$ cat src/rtl/dot_product_scheduler_if.sv
// Job-in / result-out handshake bundle for the dot-product scheduler.
// master = job source and result consumer, slave = scheduler.
interface dot_product_scheduler_if #(
    parameter int ACC_WIDTH    = 32,
    parameter int JOB_ID_WIDTH = 4
);
    logic                    job_valid;
    logic [JOB_ID_WIDTH-1:0] job_id;
    logic                    job_ready;
    logic                    res_valid;
    logic                    res_ready;
    logic [ACC_WIDTH-1:0]    res_data;
    logic [JOB_ID_WIDTH-1:0] res_job_id;

    modport master (
        output job_valid, job_id, res_ready,
        input  job_ready, res_valid, res_data, res_job_id
    );

    modport slave (
        input  job_valid, job_id, res_ready,
        output job_ready, res_valid, res_data, res_job_id
    );
endinterface

$ cat src/rtl/dot_product_scheduler.sv
// Round-robin job dispatcher for NUM_UNITS dot-product units, with per-unit
// result hold registers drained round-robin into a small tagged result FIFO.
module dot_product_scheduler #(
    parameter int NUM_UNITS    = 4,
    parameter int ACC_WIDTH    = 32,
    parameter int JOB_ID_WIDTH = 4,
    parameter int FIFO_DEPTH   = 4
) (
    input  logic                              clk,
    input  logic                              reset_n,
    dot_product_scheduler_if.slave            bus,
    output logic [NUM_UNITS-1:0]              start_array,
    output logic [NUM_UNITS*JOB_ID_WIDTH-1:0] unit_job_id,
    input  logic [NUM_UNITS-1:0]              done_array,
    input  logic [NUM_UNITS*ACC_WIDTH-1:0]    result_array,
    output logic [NUM_UNITS-1:0]              busy_array,
    output logic                              idle,
    output logic                              err_spurious
);
    localparam int UW = $clog2(NUM_UNITS);
    localparam int FW = $clog2(FIFO_DEPTH);
    localparam int CW = FW + 1;
    localparam int EW = ACC_WIDTH + JOB_ID_WIDTH;

    typedef enum logic [1:0] {
        FREE = 2'd0,
        BUSY = 2'd1,
        HOLD = 2'd2
    } unit_state_e;

    unit_state_e             state_q   [NUM_UNITS];
    logic [JOB_ID_WIDTH-1:0] unit_id_q [NUM_UNITS];
    logic [ACC_WIDTH-1:0]    hold_q    [NUM_UNITS];
    logic [NUM_UNITS-1:0]    start_q;
    logic [UW-1:0]           rr_disp_q;
    logic [UW-1:0]           rr_drain_q;
    logic                    err_q;

    logic [EW-1:0]           fifo_q    [FIFO_DEPTH];
    logic [FW-1:0]           wptr_q;
    logic [FW-1:0]           rptr_q;
    logic [CW-1:0]           count_q;

    logic                    grant_found_s;
    logic [UW-1:0]           grant_idx_s;
    logic                    drain_found_s;
    logic [UW-1:0]           drain_idx_s;
    logic                    accept_s;
    logic                    pop_s;
    logic                    push_s;
    logic                    fifo_full_s;
    logic                    fifo_empty_s;
    logic [EW-1:0]           head_s;

    // First FREE unit at/after rr_disp and first HOLD unit at/after rr_drain.
    always_comb begin
        logic [UW-1:0] cand;
        cand          = '0;
        grant_found_s = 1'b0;
        grant_idx_s   = '0;
        drain_found_s = 1'b0;
        drain_idx_s   = '0;
        for (int k = 0; k < NUM_UNITS; k++) begin
            cand = rr_disp_q + UW'(k);
            if (!grant_found_s && (state_q[cand] == FREE)) begin
                grant_found_s = 1'b1;
                grant_idx_s   = cand;
            end else begin
                grant_found_s = grant_found_s;
            end
            cand = rr_drain_q + UW'(k);
            if (!drain_found_s && (state_q[cand] == HOLD)) begin
                drain_found_s = 1'b1;
                drain_idx_s   = cand;
            end else begin
                drain_found_s = drain_found_s;
            end
        end
    end

    assign fifo_empty_s = (count_q == CW'(0));
    assign fifo_full_s  = (count_q == CW'(FIFO_DEPTH));
    assign accept_s     = bus.job_valid && grant_found_s;
    assign pop_s        = !fifo_empty_s && bus.res_ready;
    // A full FIFO still takes a push when its head leaves on the same edge.
    assign push_s       = drain_found_s && (!fifo_full_s || pop_s);

    // Per-unit FSMs, round-robin pointers, start pulses and sticky error.
    always_ff @(posedge clk or negedge reset_n) begin
        if (!reset_n) begin
            for (int i = 0; i < NUM_UNITS; i++) begin
                state_q[i]   <= FREE;
                unit_id_q[i] <= '0;
                hold_q[i]    <= '0;
            end
            start_q    <= '0;
            rr_disp_q  <= '0;
            rr_drain_q <= '0;
            err_q      <= 1'b0;
        end else begin
            start_q <= '0;
            if (accept_s) begin
                state_q[grant_idx_s]   <= BUSY;
                unit_id_q[grant_idx_s] <= bus.job_id;
                start_q[grant_idx_s]   <= 1'b1;
                rr_disp_q              <= grant_idx_s + UW'(1);
            end else begin
                rr_disp_q <= rr_disp_q;
            end
            // A done in the start-pulse cycle cannot belong to this job.
            for (int i = 0; i < NUM_UNITS; i++) begin
                if (done_array[i]) begin
                    if ((state_q[i] == BUSY) && !start_q[i]) begin
                        state_q[i] <= HOLD;
                        hold_q[i]  <= result_array[i*ACC_WIDTH +: ACC_WIDTH];
                    end else begin
                        err_q <= 1'b1;
                    end
                end else begin
                    hold_q[i] <= hold_q[i];
                end
            end
            if (push_s) begin
                state_q[drain_idx_s] <= FREE;
                rr_drain_q           <= drain_idx_s + UW'(1);
            end else begin
                rr_drain_q <= rr_drain_q;
            end
        end
    end

    // Result FIFO storage and occupancy.
    always_ff @(posedge clk or negedge reset_n) begin
        if (!reset_n) begin
            for (int i = 0; i < FIFO_DEPTH; i++) begin
                fifo_q[i] <= '0;
            end
            wptr_q  <= '0;
            rptr_q  <= '0;
            count_q <= '0;
        end else begin
            if (push_s) begin
                fifo_q[wptr_q] <= {hold_q[drain_idx_s], unit_id_q[drain_idx_s]};
                wptr_q         <= wptr_q + FW'(1);
            end else begin
                wptr_q <= wptr_q;
            end
            if (pop_s) begin
                rptr_q <= rptr_q + FW'(1);
            end else begin
                rptr_q <= rptr_q;
            end
            if (push_s && !pop_s) begin
                count_q <= count_q + CW'(1);
            end else if (pop_s && !push_s) begin
                count_q <= count_q - CW'(1);
            end else begin
                count_q <= count_q;
            end
        end
    end

    // Output decode from registered state only.
    always_comb begin
        unit_job_id = '0;
        busy_array  = '0;
        idle        = fifo_empty_s;
        for (int i = 0; i < NUM_UNITS; i++) begin
            unit_job_id[i*JOB_ID_WIDTH +: JOB_ID_WIDTH] = unit_id_q[i];
            busy_array[i] = (state_q[i] != FREE);
            if (state_q[i] != FREE) begin
                idle = 1'b0;
            end else begin
                idle = idle;
            end
        end
    end

    assign head_s         = fifo_q[rptr_q];
    assign start_array    = start_q;
    assign err_spurious   = err_q;
    assign bus.job_ready  = grant_found_s;
    assign bus.res_valid  = !fifo_empty_s;
    assign bus.res_data   = head_s[EW-1:JOB_ID_WIDTH];
    assign bus.res_job_id = head_s[JOB_ID_WIDTH-1:0];
endmodule

$ cat src/flat_wrapper.sv
// flat-port wrapper written by rule: the top's interface ports become plain ports
module dot_product_scheduler_flat 
#(
    parameter int NUM_UNITS    = 4,
    parameter int ACC_WIDTH    = 32,
    parameter int JOB_ID_WIDTH = 4,
    parameter int FIFO_DEPTH   = 4
)
  (clk, reset_n, start_array, unit_job_id, done_array, result_array, busy_array, idle, err_spurious, bus_job_valid, bus_job_id, bus_res_ready, bus_job_ready, bus_res_valid, bus_res_data, bus_res_job_id);
  dot_product_scheduler_if #(.ACC_WIDTH(ACC_WIDTH), .JOB_ID_WIDTH(JOB_ID_WIDTH)) bus_i ();
  input  logic clk;
  input  logic reset_n;
  output logic [NUM_UNITS-1:0] start_array;
  output logic [NUM_UNITS*JOB_ID_WIDTH-1:0] unit_job_id;
  input  logic [NUM_UNITS-1:0] done_array;
  input  logic [NUM_UNITS*ACC_WIDTH-1:0] result_array;
  output logic [NUM_UNITS-1:0] busy_array;
  output logic idle;
  output logic err_spurious;
  input wire logic [$bits(bus_i.job_valid)-1:0] bus_job_valid;
  input wire logic [$bits(bus_i.job_id)-1:0] bus_job_id;
  input wire logic [$bits(bus_i.res_ready)-1:0] bus_res_ready;
  output wire logic [$bits(bus_i.job_ready)-1:0] bus_job_ready;
  output wire logic [$bits(bus_i.res_valid)-1:0] bus_res_valid;
  output wire logic [$bits(bus_i.res_data)-1:0] bus_res_data;
  output wire logic [$bits(bus_i.res_job_id)-1:0] bus_res_job_id;
  assign bus_i.job_valid = bus_job_valid;
  assign bus_i.job_id = bus_job_id;
  assign bus_i.res_ready = bus_res_ready;
  assign bus_job_ready = bus_i.job_ready;
  assign bus_res_valid = bus_i.res_valid;
  assign bus_res_data = bus_i.res_data;
  assign bus_res_job_id = bus_i.res_job_id;
  dot_product_scheduler #(.NUM_UNITS(NUM_UNITS), .ACC_WIDTH(ACC_WIDTH), .JOB_ID_WIDTH(JOB_ID_WIDTH), .FIFO_DEPTH(FIFO_DEPTH)) u_core (.clk(clk), .reset_n(reset_n), .bus(bus_i), .start_array(start_array), .unit_job_id(unit_job_id), .done_array(done_array), .result_array(result_array), .busy_array(busy_array), .idle(idle), .err_spurious(err_spurious));
endmodule
$ cat config.mk
export PLATFORM = sky130hd
export DESIGN_NAME = dot_product_scheduler_flat
export DESIGN_NICKNAME = d
export VERILOG_FILES = /design/src/rtl/dot_product_scheduler_if.sv /design/src/rtl/dot_product_scheduler.sv /design/src/flat_wrapper.sv
export SDC_FILE = /design/constraint.sdc
export NUM_CORES = 1
export LEC_CHECK = 0
export CAP_MARGIN = 20
export CORE_MARGIN = 1
export CORE_UTILIZATION = 50
export CTS_CLUSTER_SIZE = 20
export DETAILED_ROUTE_END_ITERATION = 8
export PLACE_DENSITY_LB_ADDON = 0.08
export SLEW_MARGIN = 20
export SYNTH_ARGS = -nofsm -noshare
export SYNTH_HDL_FRONTEND = slang
export SYNTH_SLANG_ARGS = --single-unit
$ cat constraint.sdc
create_clock -name clk -period 5.3 [get_ports clk]
set_clock_uncertainty 0.1 [all_clocks]
set_input_delay 1.06 -clock clk [delete_from_list [all_inputs] [get_ports clk]]
set_output_delay 1.06 -clock clk [all_outputs]
set_load 0.1 [all_outputs]
==> flow_metrics.py <==
metrics = {
    "run_status": {
        "outcome": "finished clean",
    },
    "global_route": {
        "grt_max_degree": 128,
        "grt.overflow.total": 0,
        "grt_pass1_vias": 11300,
        "grt_usage": 0.274,
        "grt_first_pass_wirelength_um": 63900,
        "antenna_found_initial": 6,
    },
    "min_path": {
        "hold-path-endpoint": "u_core.fifo_q[32]",
        "whs_path_depth": 2,
        "hold_path_class": "reg -> reg",
        "worstHoldStart": "u_core.fifo_q[32]",
    },
    "logic_synthesis": {
        "syn_avg_cell_area_um2": 11.4,
        "yosys_warnings": 0,
        "synthArstFlopShare": 1.00,
        "synth_top_area_cell": "dfrtp_1",
        "synth.distinct_cells": 47,
        "syn-cell-area_mm2": 0.0147,
        "synth_cells": 1295,
        "syn_nets": 1449,
        "seq_area_frac_synth": 0.531,
        "yosysMostFrequentCell": "dfrtp_1",
        "ys.flop_type": "dfrtp_1",
        "yosys.area.top_type_share": 0.531,
        "synth_top_cells_by_count": "dfrtp_1 (312), nand2_1 (219), o31ai_1 (144), inv_1 (87), mux2_2 (75)",
        "synth-edff-count": 0,
        "synth_area_leaders": "dfrtp_1 (53%), o31ai_1 (7.3%), mux2_2 (5.7%), nand2_1 (5.6%), mux4_2 (5.5%)",
        "ys_ff_latch": 312,
    },
    "sta": {
        "period_needed_ns": 4.33,
        "tns_ns": 0,
        "rsz0062_at_grt": "false",
        "worst_pin_slew_ns": 1.17,
        "post-route-period-util": 0.817,
        "maxSlewHeadroom": 0.222,
        "max_freq_mhz": 231,
        "hold_viol_final": 0,
        "drv_slew": 0,
        "setup_violations": 0,
    },
    "routing": {
        "wl_um": 40500,
        "routedWlPerCell_um": 21.8,
        "drtIter0Drc": 922,
        "dr.pass1.iters": 4,
        "postRouteAntennaNets": 0,
        "route.detailed.drc": 0,
        "vias": 10800,
        "post_drt_via_cell_ratio": 5.82,
    },
    "place": {
        "dpl.hpwl_um": 24300,
        "post_dp_cell_area_mm2": 0.0170,
        "io_buffer_count": 203,
        "place_congestion": 0.822,
    },
    "critical_path": {
        "worstSetupEndpointType": "output pin",
        "critPathMaxFanout": 38,
        "path_class": "reg -> out",
        "slowest_delay_ns": 1.01,
        "r2r-end": "u_core.fifo_q[71]",
        "r2r_slack_ns": 2.14,
        "critPathArrivalTime_ns": 3.17,
        "cp_data_required_time_ns": 4.14,
        "r2r_start": "u_core.state_q[0]",
        "rr_worst_depth": 6,
        "crit_chain": "mux4_2 -> clkdlybuf4s50_1",
        "start_kind": "register",
        "slowest_stage": "dfrtp_4",
    },
    "floorplanning": {
        "io_pins": 204,
        "die_h_um": 174,
        "core-area_mm2": 0.0289,
        "die_x_um": 174,
        "start_util": 0.510,
        "num_rows": 62,
        "die_area_mm2": 0.0301,
    },
    "clock_tree": {
        "cts_sinks": 312,
        "cts_buffer_depth": 3,
        "root_buffer": "clkbuf_16",
        "htreeDepth": 2,
        "numCtsBuffers": 36,
        "postCtsSetupBuffers": 0,
        "clk_latency_ns": 0.51,
        "cts_tree": "yes",
        "cts_resized": 0,
        "cts-hold-fix-buffers": 0,
        "clk_pin_slew_worst_paths_ns": 0.06,
    },
    "final_layout": {
        "stdcell_area_mm2": 0.0182,
        "multi_input_comb_area_mm2": 0.00618,
        "drive_above_1_share": 0.178,
        "fillers": 2361,
        "fin_nets": 1604,
        "area_growth_syn_to_layout_pct": 23.9,
        "seqCellArea_mm2": 0.00782,
    },
    "flow_run": {
        "cap_violations": 0,
    },
}
flip-flops by register name, summed over array words and instances (netlist names):
signal	count
u_core.fifo_q	144
u_core.state_q	8
u_core.rptr_q	2
u_core.err_spurious	1
u_core.unit_job_id	16
u_core.hold_q	128
u_core.rr_disp_q	2
u_core.wptr_q	2
u_core.count_q	3
u_core.rr_drain_q	2
u_core.start_array	4
metal layers:
layer  vias to the layer above  global-route usage  wire length (um)
met5                         -                   0                23
met4                         4              0.0774               954
met3                        76              0.0500              2400
met2                       348               0.454             19400
met1                      5407               0.369             17800
li1                       5008                   -                 -
layout make-up:
type | instances | area share
antenna | 3 | 0.000412
timing repair buffer | 217 | 0.120
sequential | 312 | 0.429
clock inverter | 12 | 0.00776
clock buffer | 51 | 0.0592
inverter | 88 | 0.0181
tap | 384 | 0.0264
multi-input combinational | 795 | 0.339
layout by cell type, fill, tap and decap left out, drive strengths merged, types with 2 or more instances in the layout:
cell / synthesis / layout
nand2: 219 / 219
clkinv: 0 / 8
xnor2: 4 / 4
a21oi: 16 / 16
bufinv: 0 / 3
a211oi: 76 / 76
nor2b: 3 / 3
and3: 5 / 5
nand4: 3 / 3
clkbuf: 70 / 51
o31ai: 144 / 144
o21ai: 75 / 75
diode: 0 / 3
mux2: 75 / 75
nand3: 16 / 16
a31oi: 72 / 72
o22ai: 2 / 2
inv: 88 / 88
clkdlybuf4s50: 0 / 202
nor2: 15 / 15
buf: 30 / 15
ha: 13 / 13
xor2: 2 / 2
mux4: 36 / 36
nand2b: 5 / 5
dfrtp: 312 / 312
cells by family after synthesis:
family,count (synthesis),share of synthesized area
flip-flops,312,0.531
AO/OA/AOI/OAI,390,0.209
buffers and inverters,188,0.0547
AND/OR/NAND/NOR,274,0.0769
XOR/XNOR,6,0.00357
adder cells (fa/ha/maj),14,0.0124
multiplexers,111,0.113
worst max-delay path by stage:
stage | cells after the start | slack [ns] | from | to
2_1_floorplan | 2 | 1.51 | u_core.count_q[1] | idle
3_3_place_gp | 7 | 1.45 | bus_res_ready | u_core.count_q[1]
3_5_place_dp | 7 | 1.42 | bus_res_ready | u_core.count_q[1]
4_1_cts | 2 | 0.88 | u_core.rptr_q[1] | bus_res_data[26]
5_1_grt | 2 | 0.84 | u_core.rptr_q[0] | bus_res_job_id[2]
6_report | 2 | 0.97 | u_core.rptr_q[0] | bus_res_data[12]
critical path, delay by kind of cell (launching register included):
family / cells / cell delay [ns]
mux: 1 / 0.63
buf+inv: 1 / 0.99
flops: 1 / 1.01
stage by stage:
step / hold slack [ns] / instances / utilization / worst slack [ns]
2_1_floorplan: 0.343 / 1295 / - / 1.51
3_3_place_gp: 0.354 / 1795 / 0.588 / 1.45
3_5_place_dp: 0.361 / 1795 / 0.588 / 1.42
4_1_cts: 0.373 / 1858 / 0.630 / 0.884
5_1_grt: 0.393 / 1862 / 0.631 / 0.835
6_report: 0.370 / 1862 / 0.631 / 0.971
Power is left out: the tool's default activity adds up to more than one toggle a clock period on the data nets, which glitch-free logic cannot reach.
==> variant 1, RTL diff (same settings) <==
Put one more register stage on the output `err_spurious`, with the module's reset. The value now appears one clock later. The other outputs are not delayed to match.
--- a/src/rtl/dot_product_scheduler.sv
+++ b/src/rtl/dot_product_scheduler.sv
@@ -178,7 +178,13 @@
 
     assign head_s         = fifo_q[rptr_q];
     assign start_array    = start_q;
-    assign err_spurious   = err_q;
+    always_ff @(posedge clk or negedge reset_n) begin
+        if (!reset_n) begin
+            err_spurious <= '0;
+        end else begin
+            err_spurious <= err_q;
+        end
+    end
     assign bus.job_ready  = grant_found_s;
     assign bus.res_valid  = !fifo_empty_s;
     assign bus.res_data   = head_s[EW-1:JOB_ID_WIDTH];
Check against the original RTL: not equivalent (a bounded check fails within 4 cycles, from zero or initial values and one cycle with reset_n low).
==> variant 1 against the unedited design <==
Area after synthesis rose by 0.24%. Design area up 0.16%. Sequential cell count grew 1. Global-route usage fell by 0.36 points. Routed wire length shrank 1.4%. Count of clock-buffer cells in the layout rose by 1. Core utilization grew 0.10 points. Worst setup slack lost 0.012 ns. Critical endpoint is now bus_res_data[26].
Power is left out: the tool's default activity adds up to more than one toggle a clock period on the data nets, which glitch-free logic cannot reach.
==> variant 1: results (changes against the unedited design) <==
GRT
The overall fraction of global-route tracks in use is 27.01% (was 27.37%). The wire length of the first global-routing pass is 63660 um (was 63940 um). The pin count of the biggest net entering global routing is 111 (was 128). The number of antenna violations at the first check in global routing is 5 (was 6).

The number of global-route vias before repair is 11180 (was 11260).

CTS
The maximum buffer depth of the clock tree came to 3 (unchanged). The total number of H-tree levels came to 2 (unchanged).

Worst setup path
The launching instance or port of the critical path is u_core.rptr_q[1] (was u_core.rptr_q[0]). The critical path arrival was 3.18 ns (was 3.17 ns). The slack of the worst reg-to-reg path is 2.17 ns (was 2.14 ns).

The highest net fanout along the worst path is 37 (was 38). The timing endpoint of the critical path is bus_res_data[26] (was bus_res_data[12]). The reg-to-reg endpoint is u_core.fifo_q[70] (was u_core.fifo_q[71]).

Synthesis
The average cell area after synthesis came to 11.38 um2 (was 11.36 um2). Most common library cells after synthesis: sky130_fd_sc_hd__dfrtp_1 (313), sky130_fd_sc_hd__nand2_1 (219), sky130_fd_sc_hd__o31ai_1 (144), sky130_fd_sc_hd__inv_1 (87), sky130_fd_sc_hd__mux2_2 (75) (was sky130_fd_sc_hd__dfrtp_1 (312), sky130_fd_sc_hd__nand2_1 (219), sky130_fd_sc_hd__o31ai_1 (144), sky130_fd_sc_hd__inv_1 (87), sky130_fd_sc_hd__mux2_2 (75)). The share of synthesized area occupied by flip-flops and latches is 53.11% (was 53.07%). The total nets after synthesis was 1450 (was 1449). The number of library cell types mapped by synthesis came to 46 (was 47).

STA
The highest clock rate is 230.4 MHz (was 231.0 MHz). The max-slew violation count is 0 (unchanged). The headroom to the max-slew limit came to 25.19% (was 22.23%).

Route
The number of detailed-route iterations in the first pass is 5 (was 4). The routed wire length was 39990 um (was 40540 um). The via-per-instance ratio is 5.838 (was 5.823).

Place
The post-placement cell count was 1797 (was 1795). The post-placement worst setup slack is 1.430 ns (was 1.424 ns). The post-place instance area is 0.01700 mm2 (was 0.01697 mm2).

The half-perimeter wire length after placement is 24150 um (was 24310 um).

Run status
Result of the run: finished, final reports clean (unchanged).

Layout
The final-stage net count is 1605 (was 1604). The fraction of final layout cells sized beyond drive strength 1 is 17.67% (was 17.76%).

Hold path
The origin of the worst min-delay path is u_core.err_q (was u_core.fifo_q[32]).
==> variant 1: worst max-delay path, cell delays in order, from the launching register on <==
cell	delay, ns
sky130_fd_sc_hd__dfrtp_2	1.11
sky130_fd_sc_hd__mux4_2	0.42
sky130_fd_sc_hd__clkdlybuf4s50_1	1.14
==> variant 1: worst min path at each step <==
| stage | to | slack, ns | depth (start not counted) |
|---|---|---|---|
| global route | u_core.err_spurious | 0.31 | 0 |
| floorplan | u_core.err_spurious | 0.25 | 0 |
| detailed placement | u_core.err_spurious | 0.28 | 0 |
| CTS | u_core.err_spurious | 0.30 | 0 |
| global placement | u_core.err_spurious | 0.28 | 0 |
| finish | u_core.err_spurious | 0.29 | 0 |
==> variant 1: layer usage <==
metal / global-route usage (%) / vias to the layer above / routed length (um) / part of all wire, %
met5: 0 / - / 13 / 0.033
met4: 7.675 / 2 / 793 / 2.0
met3: 4.868 / 59 / 2236 / 5.6
met1: 38.02 / 5496 / 18020 / 45
met2: 43.03 / 329 / 18920 / 47
li1: - / 5007 / - / -
==> variant 1: area by class of cell <==
class,instances,area (um2)
Antenna cell,5,12.51
Tap cell,384,480.5
Multi-Input combinational cell,795,6180
Clock inverter,12,162.7
Fill cell,2385,10610
Inverter,88,330.3
Clock buffer,52,1082
Timing Repair Buffer,217,2167
Sequential cell,313,7838
==> variant 1: logic make-up (layout without fill, tap and decap cells) <==
family	Yosys count	after routing	share of synthesized area, %
AOI/OAI and AO/OA	390	390	20.87
xor gates and xnor gates	6	6	0.3564
adders and majority gates	14	14	1.239
buffers and inverters	188	369	5.481
DFF	313	313	53.11
muxes	111	111	11.23
other	0	5	0
and+or+nand+nor	274	274	7.713
==> variant 2, RTL diff (same settings) <==
Without the edit above. `ACC_WIDTH` is set to 32 in 3 places; all go to 64.
--- a/src/rtl/dot_product_scheduler_if.sv
+++ b/src/rtl/dot_product_scheduler_if.sv
@@ -1,7 +1,7 @@
 // Job-in / result-out handshake bundle for the dot-product scheduler.
 // master = job source and result consumer, slave = scheduler.
 interface dot_product_scheduler_if #(
-    parameter int ACC_WIDTH    = 32,
+    parameter int ACC_WIDTH    = 64,
     parameter int JOB_ID_WIDTH = 4
 );
     logic                    job_valid;
--- a/src/rtl/dot_product_scheduler.sv
+++ b/src/rtl/dot_product_scheduler.sv
@@ -2,7 +2,7 @@
 // result hold registers drained round-robin into a small tagged result FIFO.
 module dot_product_scheduler #(
     parameter int NUM_UNITS    = 4,
-    parameter int ACC_WIDTH    = 32,
+    parameter int ACC_WIDTH    = 64,
     parameter int JOB_ID_WIDTH = 4,
     parameter int FIFO_DEPTH   = 4
 ) (
--- a/src/flat_wrapper.sv
+++ b/src/flat_wrapper.sv
@@ -2,7 +2,7 @@
 module dot_product_scheduler_flat 
 #(
     parameter int NUM_UNITS    = 4,
-    parameter int ACC_WIDTH    = 32,
+    parameter int ACC_WIDTH    = 64,
     parameter int JOB_ID_WIDTH = 4,
     parameter int FIFO_DEPTH   = 4
 )
Interface: changed (resized bus_res_data and result_array); port bits go from 204 to 364. The function was not compared with the original's and may differ.
==> variant 2 against the unedited design <==
Maximum frequency is 1.5% lower. Design area is 79% higher. Core utilization is 0.92 points lower. Global-route usage is 0.32 points higher. Routed wire length is 82% higher. Synthesized cell count is 56% higher. Die area is 80% higher. Final cell count is 64% higher. Area after synthesis is 81% higher. Register-to-register slack worse by 0.40 ns. Hold slack better by 0.0018 ns. Sequential cell count is 256 higher. Worst setup slack worse by 0.065 ns. Critical path type unchanged.
Power is left out: the tool's default activity adds up to more than one toggle a clock period on the data nets, which glitch-free logic cannot reach.
==> variant 2: results (changes against the unedited design) <==
STA
The measured slew at the worst slew-check pin is 1.112 ns (was 1.167 ns). The post-route minimum period is 4.394 ns (was 4.329 ns). The worst slack on hold paths is 0.3718 ns (was 0.3701 ns).

GRT
The wire length of the first global-routing pass was 114400 um (was 63940 um). The met3 track demand over resource is 6.029% (was 5.000%). The global routing usage on met2 came to 43.91% (was 45.41%). The number of global-route vias before repair is 19380 (was 11260). The pin count of the biggest net entering global routing is 110 (was 128). The met1 usage in global routing is 38.26% (was 36.92%). The overall fraction of global-route tracks in use is 27.69% (was 27.37%).

Run status
Result of the run: finished, final reports clean (unchanged).

Worst setup path
The launching point of the worst reg2reg path is u_core.state_q[4] (was u_core.state_q[0]). The slack of the worst reg-to-reg path is 1.74 ns (was 2.14 ns). The highest net fanout along the worst path came to 16 (was 38). The worst reg2reg path depth is 8 (was 6). The largest stage delay on the critical path was 0.98 ns (was 1.01 ns). The slowest stage cell on the critical path is sky130_fd_sc_hd__clkdlybuf4s50_1 (was sky130_fd_sc_hd__dfrtp_4). The critical path arrival came to 3.23 ns (was 3.17 ns).

Synthesis
The share of synthesized area occupied by flip-flops and latches is 53.49% (was 53.07%). Cell types with the largest area share after synthesis: sky130_fd_sc_hd__dfrtp_1 (53%), sky130_fd_sc_hd__mux2_2 (12%), sky130_fd_sc_hd__o31ai_1 (7.7%) (was sky130_fd_sc_hd__dfrtp_1 (53%), sky130_fd_sc_hd__o31ai_1 (7.3%), sky130_fd_sc_hd__mux2_2 (5.7%)). Most common library cells after synthesis: sky130_fd_sc_hd__dfrtp_1 (568), sky130_fd_sc_hd__nand2_1 (283), sky130_fd_sc_hd__mux2_2 (276), sky130_fd_sc_hd__o31ai_1 (272), sky130_fd_sc_hd__and2_1 (136) (was sky130_fd_sc_hd__dfrtp_1 (312), sky130_fd_sc_hd__nand2_1 (219), sky130_fd_sc_hd__o31ai_1 (144), sky130_fd_sc_hd__inv_1 (87), sky130_fd_sc_hd__mux2_2 (75)).

Place
The number of buffers inserted by port buffering is 363 (was 203). The half-perimeter wire length after placement is 45830 um (was 24310 um). The post-place instance area came to 0.03060 mm2 (was 0.01697 mm2).

Layout
The final-stage net count came to 2594 (was 1604). The number of fill cells in the layout is 4087 (was 2361).

CTS
The number of buffers inserted during clock tree synthesis is 61 (was 36). The latest clock arrival within the worst-skew pair is 0.62 ns (was 0.51 ns).

Route
The number of detailed-route iterations in the first pass is 5 (was 4). The routed wire length per instance is 24.15 um (was 21.77 um). The via-per-instance ratio is 6.022 (was 5.823).
[variant 2: changes by cell type after synthesis, sizes merged, moves of 71 or more]
cell	delta
a211oi	-72
a221oi	+135
a31oi	-72
and2	+137
buf	+71
dfrtp	+256
inv	-74
mux2	+201
o21ai	-73
o31ai	+128
[variant 2: layer usage]
metal / vias up / share of wire [%] / wire [um]
met5: - / 0.14 / 103
met4: 18 / 2.5 / 1874
met3: 131 / 6.6 / 4851
met2: 535 / 47 / 34450
met1: 9516 / 44 / 32360
li1: 8162 / - / -
[variant 2: layout make-up]
class                           instances  area (um2)  share of cell area [%]
Sequential cell                       568       14220                   43.49
Multi-Input combinational cell       1267       11440                   35.00
Timing Repair Buffer                  399        4006                   12.25
Clock buffer                           96        1901                   5.813
Tap cell                              688       860.8                   2.633
Clock inverter                         12       188.9                  0.5778
Inverter                               15       66.31                  0.2028
Antenna cell                            4       10.01                 0.03061
[variant 2: critical path, delay by kind of cell (launching register included)]
family	cells	cell delay, ns
muxes	1	0.56
buffers and inverters	2	1.38
DFF	1	0.65
[variant 2: cell families (layout without fill, tap and decap cells)]
logic type	count (synthesis)	in the layout	share of synthesized area (%)
DFF	568	568	53.49
and+or+nand+nor	464	464	8.188
AOI/OAI and AO/OA	439	439	16.20
muxes	344	344	17.46
buffers and inverters	182	522	3.781
adders and majority gates	14	14	0.6874
xor gates and xnor gates	6	6	0.1977
other	0	4	0
[variant 2: worst min path at each step]
stage | startpoint | endpoint | depth (start not counted)
detailed placement | u_core.fifo_q[87] | u_core.fifo_q[87] | 2
CTS | u_core.fifo_q[87] | u_core.fifo_q[87] | 2
global route | u_core.fifo_q[37] | u_core.fifo_q[37] | 2
global placement | u_core.fifo_q[157] | u_core.fifo_q[157] | 2
floorplan | u_core.fifo_q[100] | u_core.fifo_q[100] | 2
finish | u_core.fifo_q[71] | u_core.fifo_q[71] | 2
[variant 2: stage by stage]
step	utilization, %	cells
floorplan	-	2017
global placement	58.23	2937
detailed placement	58.23	2937
CTS	62.20	3045
global route	62.22	3048
finish	62.22	3049
